**src/rtl/svc_rv_pkg.sv**
```systemverilog
// Shared register-index definitions for the RV pipeline hazard logic
// (scoreboard, forwarding and hazard units).
package svc_rv_pkg;

  localparam int unsigned NUM_REGS = 32;

  typedef logic [4:0]          reg_idx_t;
  typedef logic [NUM_REGS-1:0] reg_mask_t;

  localparam reg_idx_t REG_X0 = 5'd0;

  // One-hot mask for a register index. x0 is not special-cased here;
  // callers gate x0 themselves.
  function automatic reg_mask_t reg_onehot(input reg_idx_t r);
    reg_mask_t m;
    m    = '0;
    m[r] = 1'b1;
    return m;
  endfunction

endpackage

```
**src/rtl/svc_rv_scoreboard.sv**
```systemverilog
// Tracks registers that have outstanding long-latency writes. ID is stalled
// on RAW/WAW against a pending register, or when the tracker is full.
module svc_rv_scoreboard
  import svc_rv_pkg::*;
#(
  parameter int unsigned XLEN        = 32,
  parameter int unsigned MAX_PENDING = 4,
  parameter bit          BYPASS_DONE = 1'b1
) (
  input  logic                               clk,
  input  logic                               rst_n,
  input  logic [4:0]                         rs1_id,
  input  logic [4:0]                         rs2_id,
  input  logic                               rs1_used_id,
  input  logic                               rs2_used_id,
  input  logic [4:0]                         rd_id,
  input  logic                               reg_write_id,
  input  logic                               long_id,
  input  logic                               issue_id,
  input  logic                               done_valid,
  input  logic [4:0]                         done_rd,
  output logic                               stall_id,
  output logic [31:0]                        pending,
  output logic [$clog2(MAX_PENDING+1)-1:0]   pending_cnt,
  output logic                               err_spurious
);

  localparam int unsigned CNT_W = $clog2(MAX_PENDING + 1);

  reg_mask_t         pending_q, pending_d;
  logic [CNT_W-1:0]  cnt_q, cnt_d;
  logic              err_q, err_d;

  reg_idx_t          rs1, rs2, rd, drd;
  logic              clr_hit, spurious, bypass_hit;
  logic              rs1_hz, rs2_hz, waw, full, stall;
  logic              set_hit;
  reg_mask_t         clr_mask, set_mask;

  always_comb begin
    rs1 = rs1_id;
    rs2 = rs2_id;
    rd  = rd_id;
    drd = done_rd;

    clr_hit    = done_valid && (drd != REG_X0) && pending_q[drd];
    spurious   = done_valid && (drd != REG_X0) && !pending_q[drd];
    // A completion this cycle is already on its way to the regfile, so with
    // bypass enabled it no longer blocks readers or writers of that register.
    bypass_hit = BYPASS_DONE && clr_hit;

    rs1_hz = rs1_used_id && (rs1 != REG_X0) && pending_q[rs1]
             && !(bypass_hit && (drd == rs1));
    rs2_hz = rs2_used_id && (rs2 != REG_X0) && pending_q[rs2]
             && !(bypass_hit && (drd == rs2));
    waw    = reg_write_id && (rd != REG_X0) && pending_q[rd]
             && !(bypass_hit && (drd == rd));
    full   = reg_write_id && long_id && (rd != REG_X0)
             && (cnt_q == CNT_W'(MAX_PENDING)) && !clr_hit;
    stall  = rs1_hz || rs2_hz || waw || full;

    set_hit = issue_id && !stall && reg_write_id && long_id && (rd != REG_X0);

    clr_mask = clr_hit ? reg_onehot(drd) : '0;
    set_mask = set_hit ? reg_onehot(rd)  : '0;

    // Set is applied after clear so a same-cycle complete+reissue keeps the bit.
    pending_d    = (pending_q & ~clr_mask) | set_mask;
    pending_d[0] = 1'b0;

    cnt_d = cnt_q + CNT_W'(set_hit) - CNT_W'(clr_hit);
    err_d = err_q | spurious;
  end

  always_ff @(posedge clk or negedge rst_n) begin
    if (!rst_n) begin
      pending_q <= '0;
      cnt_q     <= '0;
      err_q     <= 1'b0;
    end else begin
      pending_q <= pending_d;
      cnt_q     <= cnt_d;
      err_q     <= err_d;
    end
  end

  assign stall_id     = stall;
  assign pending      = pending_q;
  assign pending_cnt  = cnt_q;
  assign err_spurious = err_q;

  a_params: assert property (@(posedge clk)
    (MAX_PENDING >= 1) && (MAX_PENDING <= 31) && (XLEN >= 32));

  a_x0_clear: assert property (@(posedge clk) disable iff (!rst_n)
    pending_q[0] == 1'b0);

  a_cnt_popcount: assert property (@(posedge clk) disable iff (!rst_n)
    $countones(pending_q) == int'(cnt_q));

  a_cnt_bound: assert property (@(posedge clk) disable iff (!rst_n)
    int'(cnt_q) <= int'(MAX_PENDING));

  a_no_issue_on_stall: assert property (@(posedge clk) disable iff (!rst_n)
    !(issue_id && stall));

endmodule

```
**config.mk**
```make
export PLATFORM = sky130hd
export DESIGN_NAME = svc_rv_scoreboard
export DESIGN_NICKNAME = d
export VERILOG_FILES = /design/src/rtl/svc_rv_pkg.sv /design/src/rtl/svc_rv_scoreboard.sv
export SDC_FILE = /design/constraint.sdc
export NUM_CORES = 1
export LEC_CHECK = 0
export ABC_AREA = 1
export BUFFER_PORTS_ARGS = -buffer_cell sky130_fd_sc_hd__buf_2
export CORE_MARGIN = 4
export CORE_UTILIZATION = 31
export DETAILED_ROUTE_END_ITERATION = 8
export PLACE_DENSITY_LB_ADDON = 0.08
export SYNTH_ARGS = -nofsm -noshare
export SYNTH_HDL_FRONTEND = slang
export SYNTH_SLANG_ARGS = --single-unit
```
**constraint.sdc**
```tcl
create_clock -name clk -period 6.7 [get_ports clk]
set_clock_uncertainty 0.05 [all_clocks]
set_input_delay 0.67 -clock clk [delete_from_list [all_inputs] [get_ports clk]]
set_output_delay 0.67 -clock clk [all_outputs]
set_load 0.03 [all_outputs]
```
==> results.json, run 1 <==
{
  "track_usage_pct": 21.87,
  "drt-total-wl_mm": 13.91,
  "synth_cells": 631,
  "start_kind": "primary input",
  "area_delta_synth_final_pct": 12.95,
  "synth_top_family_by_area": "simple AND/OR/NAND/NOR gates",
  "period_share_pct": 61.80,
  "yosysTopAreaCell": "nand2_1",
  "rsz0062_at_grt": "false",
  "setup_tns_ns": 0,
  "ant_nets": 0,
  "hold_buffers": 0,
  "status": "finished clean",
  "dp.cells": 804,
  "yosysWarnings": 0,
  "synth-compound-area-share_pct": 10.43,
  "synth_fp_nets": 662,
  "cts.sinks": 35,
  "regToRegEndpoint": "pending_cnt[2]$_DFF_PN0_",
  "place.gp.congestion": 0.8437,
  "drc": 0,
  "clkTransAtPathRegs_ns": 0.05,
  "mostFrequentLayoutCells": "nand2_1 (263), nand3_1 (77), inv_1 (63), buf_2 (63), nor2_1 (57)",
  "num_io_pins": 65,
  "start_util_pct": 32.28,
  "diodes": 0,
  "synth_edf_count": 0,
  "synth_area_leaders": "nand2_1 (28%), dfrtp_1 (24%), nand3_1 (11%)",
  "yosysTopAreaCellShare_pct": 27.61,
  "yosysUniqueCellTypes": 29,
  "grt_max_degree": 36,
  "end_kind": "flop",
  "htree_num_levels": 2,
  "dpl.hpwl_mm": 10.38,
  "synth_xor_area_share_pct": 2.939,
  "post_cts_resized": 0,
  "powerDensity_mw_per_mm2": 208.1,
  "worstPathArrival_ns": 4.25,
  "tritoncts": "done",
  "seq_area_frac_synth_pct": 24.49,
  "fin_crit_ns": 4.141,
  "drive_gt1_share_pct": 12.35,
  "antenna_found_initial": 0,
  "fin_nets": 702,
  "required_ns": 6.81,
  "ys_ff_latch": 35,
  "synthFlopType": "dfrtp_1",
  "synth_fa_ha_area_share_pct": 1.260,
  "design.core.area_mm2": 0.01108,
  "mostFrequentLayoutCell": "nand2_1",
  "hold_slack_ns": 0.4213,
  "drv_cap": 0,
  "viasPerCell": 5.170,
  "cp_max_fo": 33,
  "synth_area_mm2": 0.003576,
  "layout_setup_ws_ns": 2.559,
  "cts_post_setup_buffers_inserted": 0,
  "vdd_drop_max_uv": 125.9,
  "synth-simple-area-share_pct": 48.74,
  "place_ws_ns": 2.277,
  "r2r_slack_ns": 3.03,
  "die_height_um": 115.4,
  "grt_pass1_wl_mm": 22.51,
  "rr_startpoint": "pending[26]$_DFF_PN0_",
  "dr.pass1.iters": 5,
  "dieArea_mm2": 0.01332,
  "hold_viol_final": 0,
  "port_buffers": 63,
  "ys_async_sr_fraction_pct": 100.0,
  "gr-total-overflow": 0,
  "hold_path_class": "primary input to asynchronous set/reset pin",
  "insertion_delay_ns": 0.28,
  "drtIter0Drc": 357,
  "power_leakage_nw": 2.208,
  "clockBufferDepth": 2,
  "fin_cells": 812,
  "via_count": 4198,
  "setup_viol": 0,
  "fmax_mhz": 241.5,
  "tightest_slew_ns": 1.208,
  "cts_buffers": 5,
  "r2r_cells": 18,
  "crit_type": "primary input to flop",
  "die_w_um": 115.4,
  "first_global_vias": 4123,
  "muxShareOfSynthArea_pct": 0,
  "slew_viol_final": 0,
  "syn-mean-instance-area_um2": 5.667,
  "avgRoutedWirePerCell_um": 17.13,
  "root_buffer": "clkbuf_16",
  "row_count": 38,
  "max-slew-margin-rel_pct": 19.38
}
-- per-stage QoR --
stage / util (%) / area (um^2) / total power, mW
after floorplan: - / 3576 / 0.5159
after CTS: 36.46 / 4039 / 0.8495
after global placement: 35.22 / 3901 / 0.6244
after detailed placement: 35.22 / 3901 / 0.6236
after global routing: 36.46 / 4039 / 0.9047
final: 36.46 / 4039 / 0.8404
-- synth_stat cells, drive strengths merged (2+ instances only) --
cell,n
nand3,77
ha,2
nor4,2
o211ai,5
buf,22
xnor2,4
dfrtp,35
clkbuf,8
o21ai,12
nor2,60
nand2,266
nor3,17
o31ai,31
nand4,2
a21oi,4
xor2,8
inv,70
-- worst max path at each step --
| stage | to | from | slack (ns) | cells past startpoint |
|---|---|---|---|---|
| after floorplan | pending_cnt[2]$_DFF_PN0_ | done_rd[2] | 3.53 | 18 |
| after global placement | pending_cnt[2]$_DFF_PN0_ | done_rd[0] | 2.44 | 20 |
| after detailed placement | pending_cnt[2]$_DFF_PN0_ | done_rd[0] | 2.28 | 19 |
| after CTS | pending_cnt[2]$_DFF_PN0_ | done_rd[0] | 2.58 | 19 |
| after global routing | pending_cnt[2]$_DFF_PN0_ | done_rd[0] | 2.20 | 20 |
| final | pending_cnt[2]$_DFF_PN0_ | done_rd[0] | 2.56 | 19 |
-- cell families (layout without fill, tap and decap cells) --
kind of cell,count (synthesis),count (layout)
other cells,1,1
flops,35,35
xor+xnor,12,12
compound gates,55,55
buf+inv,100,141
fa+ha+maj,3,3
simple gates,425,425
-- worst max-delay path: stages --
cell	delay (ns)
buf_2	0.32
inv_2	0.24
nor2_2	0.17
nand2_1	0.06
nand3_1	0.07
nand2_1	0.05
nand2_1	0.07
nor2_1	0.05
nand2_2	0.10
nand2_2	0.37
nand2_1	0.17
nand2_1	0.10
nor2_4	0.58
nand2_1	0.12
ha_1	0.32
inv_1	0.04
ha_1	0.18
fa_1	0.37
xor2_1	0.16
-- cell type report --
class / count / area [um^2]
well taps: 140 / 175.2
flip-flops and latches: 35 / 875.8
fillers: 1273 / 7039
clock buffers: 7 / 132.6
repair buffers: 63 / 315.3
multi-input cells: 496 / 2272
inverters: 70 / 262.8
clock inverters: 1 / 5.005
-- per-layer routing --
metal / vias to the layer above / global-route usage, % / share of wire (%) / wire length [um]
met5: - / 0 / 0 / 0
met4: 0 / 6.338 / 1.6 / 221
met3: 15 / 2.684 / 5.5 / 771
met2: 159 / 36.23 / 47 / 6481
met1: 1945 / 29.90 / 46 / 6434
li1: 2079 / - / - / -
-- report_power, final --
| part | total, mW | switching (mW) | leakage [nW] | internal, mW |
|---|---|---|---|---|
| Clock | 0.221 | 0.0835 | 0.0679 | 0.137 |
| Combinational | 0.323 | 0.228 | 1.68 | 0.0940 |
| Sequential | 0.297 | 0.0543 | 0.462 | 0.243 |
| Total | 0.840 | 0.366 | 2.21 | 0.474 |
-- state kept, by name, summed over array words and instances, names as in the netlist --
register,count
pending,31
pending_cnt,3
err_spurious,1
No activity file was read; power rests on OpenSTA's default activity.
==> inputs of run 2 (changes only) <==
Clock period 6.7 ns to 3.4 ns, I/O delays scaled along.
==> run 2 against run 1 <==
Hold slack got worse by 0.32 ns; global-route usage grew 0.051 points; final cell count is 0.99% higher; worst setup slack worse by 1.9 ns; combinational power is 100% higher; clock power up 120%; sequential share of layout area down 0.42 points; core utilization rose by 0.71 points; largest cell class unchanged; largest power group unchanged; highest routed layer unchanged.
==> results.json, run 2 (synthesized netlist as in run 1, its figures left out) <==
{
  "status": "finished clean",
  "period_share_pct": 81.65,
  "worstPathArrival_ns": 2.39,
  "fin_crit_ns": 2.776,
  "hold_path_class": "primary input to asynchronous set/reset pin",
  "grt_pass1_wl_mm": 22.94,
  "cp_max_fo": 32,
  "timing.critical_path.from": "pending[9]$_DFF_PN0_",
  "place.gp.congestion": 0.8596,
  "setup_tns_ns": 0,
  "critical_path.slowest_cell": "dfrtp_1",
  "tightest_slew_ns": 0.8048,
  "dpl.hpwl_mm": 10.59,
  "drt-total-wl_mm": 14.23,
  "root_buffer": "clkbuf_16",
  "cp-endpoint": "stall_id",
  "htree_num_levels": 2,
  "vdd_drop_max_uv": 374.8,
  "port_buffers": 63,
  "power_leakage_nw": 2.255,
  "grt_max_degree": 36,
  "worst_path_largest_cell_delay_ns": 0.47,
  "crit_chain": "inv_1 > a21oi_1 > o21ai_0 > nand2_1 > nor2_1 > nor2_1 > nor2_1 > nor2_1 > nand2_1 > nand2_1 > nor2_4 > buf_4 > inv_2 > buf_2",
  "required_ns": 3.01,
  "hold_viol_final": 0,
  "antenna_found_initial": 0,
  "cts_buffers": 5,
  "drive_gt1_share_pct": 13.53,
  "ant_nets": 0,
  "fmax_mhz": 360.2,
  "clockBufferDepth": 2,
  "cp.depth": 14,
  "mostFrequentLayoutCell": "nand2_1",
  "area_delta_synth_final_pct": 15.15,
  "cts.sinks": 35,
  "cts_post_setup_buffers_inserted": 0,
  "end_kind": "output pin",
  "largest_reg_flops": 31,
  "post_cts_resized": 0,
  "max-slew-margin-rel_pct": 46.35,
  "slew_viol_final": 0,
  "first_global_vias": 4258,
  "die_w_um": 115.4,
  "powerDensity_mw_per_mm2": 419.1,
  "via_count": 4273,
  "die_height_um": 115.4,
  "drv_cap": 0,
  "fillCellCount": 1274,
  "tritoncts": "done",
  "num_io_pins": 65,
  "rsz0062_at_grt": "false",
  "viasPerCell": 5.211,
  "multi_input_area_mm2": 0.002272,
  "regToRegEndpoint": "pending_cnt[2]$_DFF_PN0_",
  "crit_family": "simple AND/OR/NAND/NOR gates",
  "design.core.area_mm2": 0.01108,
  "crit_type": "flop to output pin",
  "start_util_pct": 32.28,
  "gr-total-overflow": 0,
  "r2r_cells": 17,
  "diodes": 0,
  "seq_area_um2": 875.8,
  "hold_buffers": 0,
  "mostFrequentLayoutCells": "nand2_1 (263), nand3_1 (77), inv_1 (63), buf_2 (63), nor2_1 (57)",
  "post-route-util_pct": 37.17,
  "rr_startpoint": "pending[9]$_DFF_PN0_",
  "drc": 0,
  "dr.pass1.iters": 7,
  "track_usage_pct": 21.92,
  "drtIter0Drc": 401,
  "avgRoutedWirePerCell_um": 17.36,
  "start_kind": "flop",
  "fin_nets": 710,
  "setup_viol": 0,
  "row_count": 38,
  "clkTransAtPathRegs_ns": 0.06,
  "r2r_slack_ns": 0.71,
  "path_buf_inv": 4,
  "insertion_delay_ns": 0.28,
  "crit_top_cell": "nor2_1",
  "dieArea_mm2": 0.01332
}
-- run 2: worst min path at each step --
stage                     startpoint                endpoint  slack (ns)
after floorplan                rst_n  err_spurious$_DFF_PN0_      -0.006
after global placement         rst_n   pending[23]$_DFF_PN0_        0.41
after detailed placement       rst_n   pending[23]$_DFF_PN0_        0.42
after CTS                      rst_n   pending[30]$_DFF_PN0_        0.13
after global routing           rst_n   pending[23]$_DFF_PN0_        0.18
final                          rst_n   pending[30]$_DFF_PN0_        0.10
-- run 2: cell type report --
class / count / area share [%]
Inverter: 70 / 6.381
Multi-Input combinational cell: 496 / 55.18
Timing Repair Buffer: 71 / 9.116
Tap cell: 140 / 4.254
Sequential cell: 35 / 21.27
Clock buffer: 8 / 3.798
-- run 2: power breakdown --
| group | switching [mW] | total (mW) | internal (mW) | leakage (nW) |
|---|---|---|---|---|
| combinational | 0.459 | 0.655 | 0.196 | 1.72 |
| clock | 0.174 | 0.486 | 0.312 | 0.0772 |
| sequential | 0.107 | 0.585 | 0.478 | 0.462 |
| total | 0.740 | 1.73 | 0.986 | 2.25 |
-- run 2: through the flow --
step | worst slack (ns) | hold WS, ns | std cells | total power [mW] | instance area, um^2
floorplan | 0.5508 | -0.005591 | 631 | 1.017 | 3576
global placement | 0.4886 | 0.4117 | 812 | 1.243 | 3961
detailed placement | 0.3980 | 0.4238 | 812 | 1.241 | 3961
CTS | 0.6733 | 0.1285 | 820 | 1.730 | 4118
global route | 0.4078 | 0.1812 | 820 | 1.823 | 4118
finish | 0.6240 | 0.1004 | 820 | 1.726 | 4118
-- run 2: layer usage --
metal	wire, um	global-route usage [%]
met5	0	0
met4	290	6.729
met3	922	2.211
met2	6371	35.42
met1	6649	30.87
==> inputs of run 3 (changes only) <==
Clock period 3.4 ns to 2.3 ns, I/O delays scaled along.
==> run 3 against run 2 <==
The flow now finishes with violations (setup timing); hold slack got worse by 0.093 ns; first-iteration DRC count grew 11%; wire length is 7.8% higher; clock power increased by 51%; die area unchanged; global-route usage up 1.8 points; clock-buffer cell count did not move; sequential share of layout area shrank 3.8 points; core utilization increased by 10 points; via count increased by 11%.
==> results.json, run 3 (synthesized netlist as in run 1, its figures left out) <==
{
  "die_height_um": 115.4,
  "power.total_mw": 2.917,
  "cts.sinks": 35,
  "track_usage_pct": 23.70,
  "start_kind": "flop",
  "num_io_pins": 65,
  "die_w_um": 115.4,
  "dpl.hpwl_mm": 11.49,
  "drtIter0Drc": 444,
  "setup_viol": 3,
  "end_kind": "flop",
  "clockBufferDepth": 2,
  "fin_nets": 824,
  "wl_met2_mm": 7.061,
  "setup_tns_ns": -0.5085,
  "avgRoutedWirePerCell_um": 16.42,
  "via_count": 4746,
  "max-slew-margin-rel_pct": 42.32,
  "wl_met1_mm": 7.054,
  "mostFrequentLayoutCells": "nand2_1 (257), buf_4 (114), nand3_1 (73)",
  "viasPerCell": 5.081,
  "failed_checks": "setup timing",
  "place_area_mm2": 0.004843,
  "ant_nets": 0,
  "power_leakage_nw": 2.853,
  "place_ws_ns": -0.4650,
  "largest_reg_flops": 31,
  "mostFrequentLayoutCell": "nand2_1",
  "status": "complete, but fails checks",
  "antenna_found_initial": 0,
  "start_util_pct": 32.28,
  "drc": 0,
  "wl_met3_um": 806,
  "grt_pass1_wl_mm": 24.45,
  "worstPathArrival_ns": 2.66,
  "clkTransAtPathRegs_ns": 0.06,
  "port_buffers": 63,
  "fmax_mhz": 392.9,
  "period_share_pct": 110.7,
  "slew_viol_final": 0,
  "place.gp.congestion": 0.9642,
  "dieArea_mm2": 0.01332,
  "final_cell_area_mm2": 0.005245,
  "htree_num_levels": 2,
  "cts_buffers": 5,
  "layout_setup_ws_ns": -0.2451,
  "design.core.area_mm2": 0.01108,
  "powerDensity_mw_per_mm2": 556.2,
  "row_count": 38,
  "root_buffer": "clkbuf_16",
  "hold_buffers": 0,
  "vdd_drop_max_uv": 443.0,
  "crit_type": "flop to flop",
  "fin_crit_ns": 2.545,
  "highest_layer": "met4",
  "first_global_vias": 4638,
  "insertion_delay_ns": 0.29,
  "cp_max_fo": 4,
  "gr-total-overflow": 0,
  "fillCellCount": 1203,
  "grt_max_degree": 36,
  "area_delta_synth_final_pct": 46.68,
  "hold_slack_ns": 0.007418,
  "hold_path_class": "primary input to asynchronous set/reset pin",
  "tightest_slew_ns": 0.8652,
  "required_ns": 2.42,
  "rsz0062_at_grt": "true",
  "dr.pass1.iters": 5,
  "diodes": 0,
  "drt-total-wl_mm": 15.34,
  "tritoncts": "done",
  "drive_gt1_share_pct": 33.75,
  "drv_cap": 0,
  "hold_viol_final": 0
}
[run 3: critical path: stages, from the launching register on]
cell and delay (ns):
dfrtp_2 0.44, buf_6 0.13, o21ai_2 0.12, a21oi_2 0.06, nor2_1 0.11, nor2_1 0.05
nor2_1 0.13, nor2_2 0.05, nand2_2 0.08, nand2_4 0.07, nor2_4 0.13, nand2_4 0.06
ha_4 0.26, inv_2 0.03, ha_4 0.15, fa_2 0.35, xor2_1 0.16
[run 3: layout make-up]
cell class              count  area [um^2]  share of cell area, %
inverters                  70        262.8                  5.010
well taps                 140        175.2                  3.340
flip-flops and latches     35        914.6                  17.44
repair buffers            185         1341                  25.57
clock buffers               8        156.4                  2.982
multi-input cells         496         2395                  45.66
[run 3: path summary, 6_finish.rpt]
check | start | endpoint | slack, ns | depth (start not counted)
max in group asynchronous | rst_n | pending[7]$_DFF_PN0_ | 1.59 | 1
hold reg to reg | err_spurious$_DFF_PN0_ | err_spurious$_DFF_PN0_ | 0.44 | 1
setup / recovery | pending[14]$_DFF_PN0_ | pending_cnt[2]$_DFF_PN0_ | -0.25 | 16
hold / removal | rst_n | pending[31]$_DFF_PN0_ | 0.007 | 1
setup reg to reg | pending[14]$_DFF_PN0_ | pending_cnt[2]$_DFF_PN0_ | -0.25 | 16
min in group clk | done_valid | err_spurious$_DFF_PN0_ | 0.35 | 4
[run 3: per-stage QoR]
stage / cells / utilization (%)
after CTS: 926 / 46.45
after global routing: 934 / 47.35
after detailed placement: 906 / 43.72
after global placement: 906 / 43.72
after floorplan: 631 / -
final: 934 / 47.35
[run 3: layer usage]
metal / global-route usage [%] / vias up
met2: 38.46 / 159
met4: 9.077 / 0
met3: 2.895 / 27
met1: 32.19 / 2227
li1: - / 2333
met5: 0 / -
[run 3: report_power, final]
group / switching (mW) / leakage [nW] / internal, mW
Combinational: 0.784 / 2.36 / 0.540
Clock: 0.271 / 0.0772 / 0.462
Sequential: 0.140 / 0.415 / 0.720
[run 3: repair_timing]
| item | 4_1_cts | 5_1_grt |
|---|---|---|
| pin swaps | 1 | 19 |
| buffers inserted | 11 | 8 |
| gates resized for setup | 8 | 19 |
| setup endpoints to repair | 3 | 19 |
| cloned | 1 | 0 |
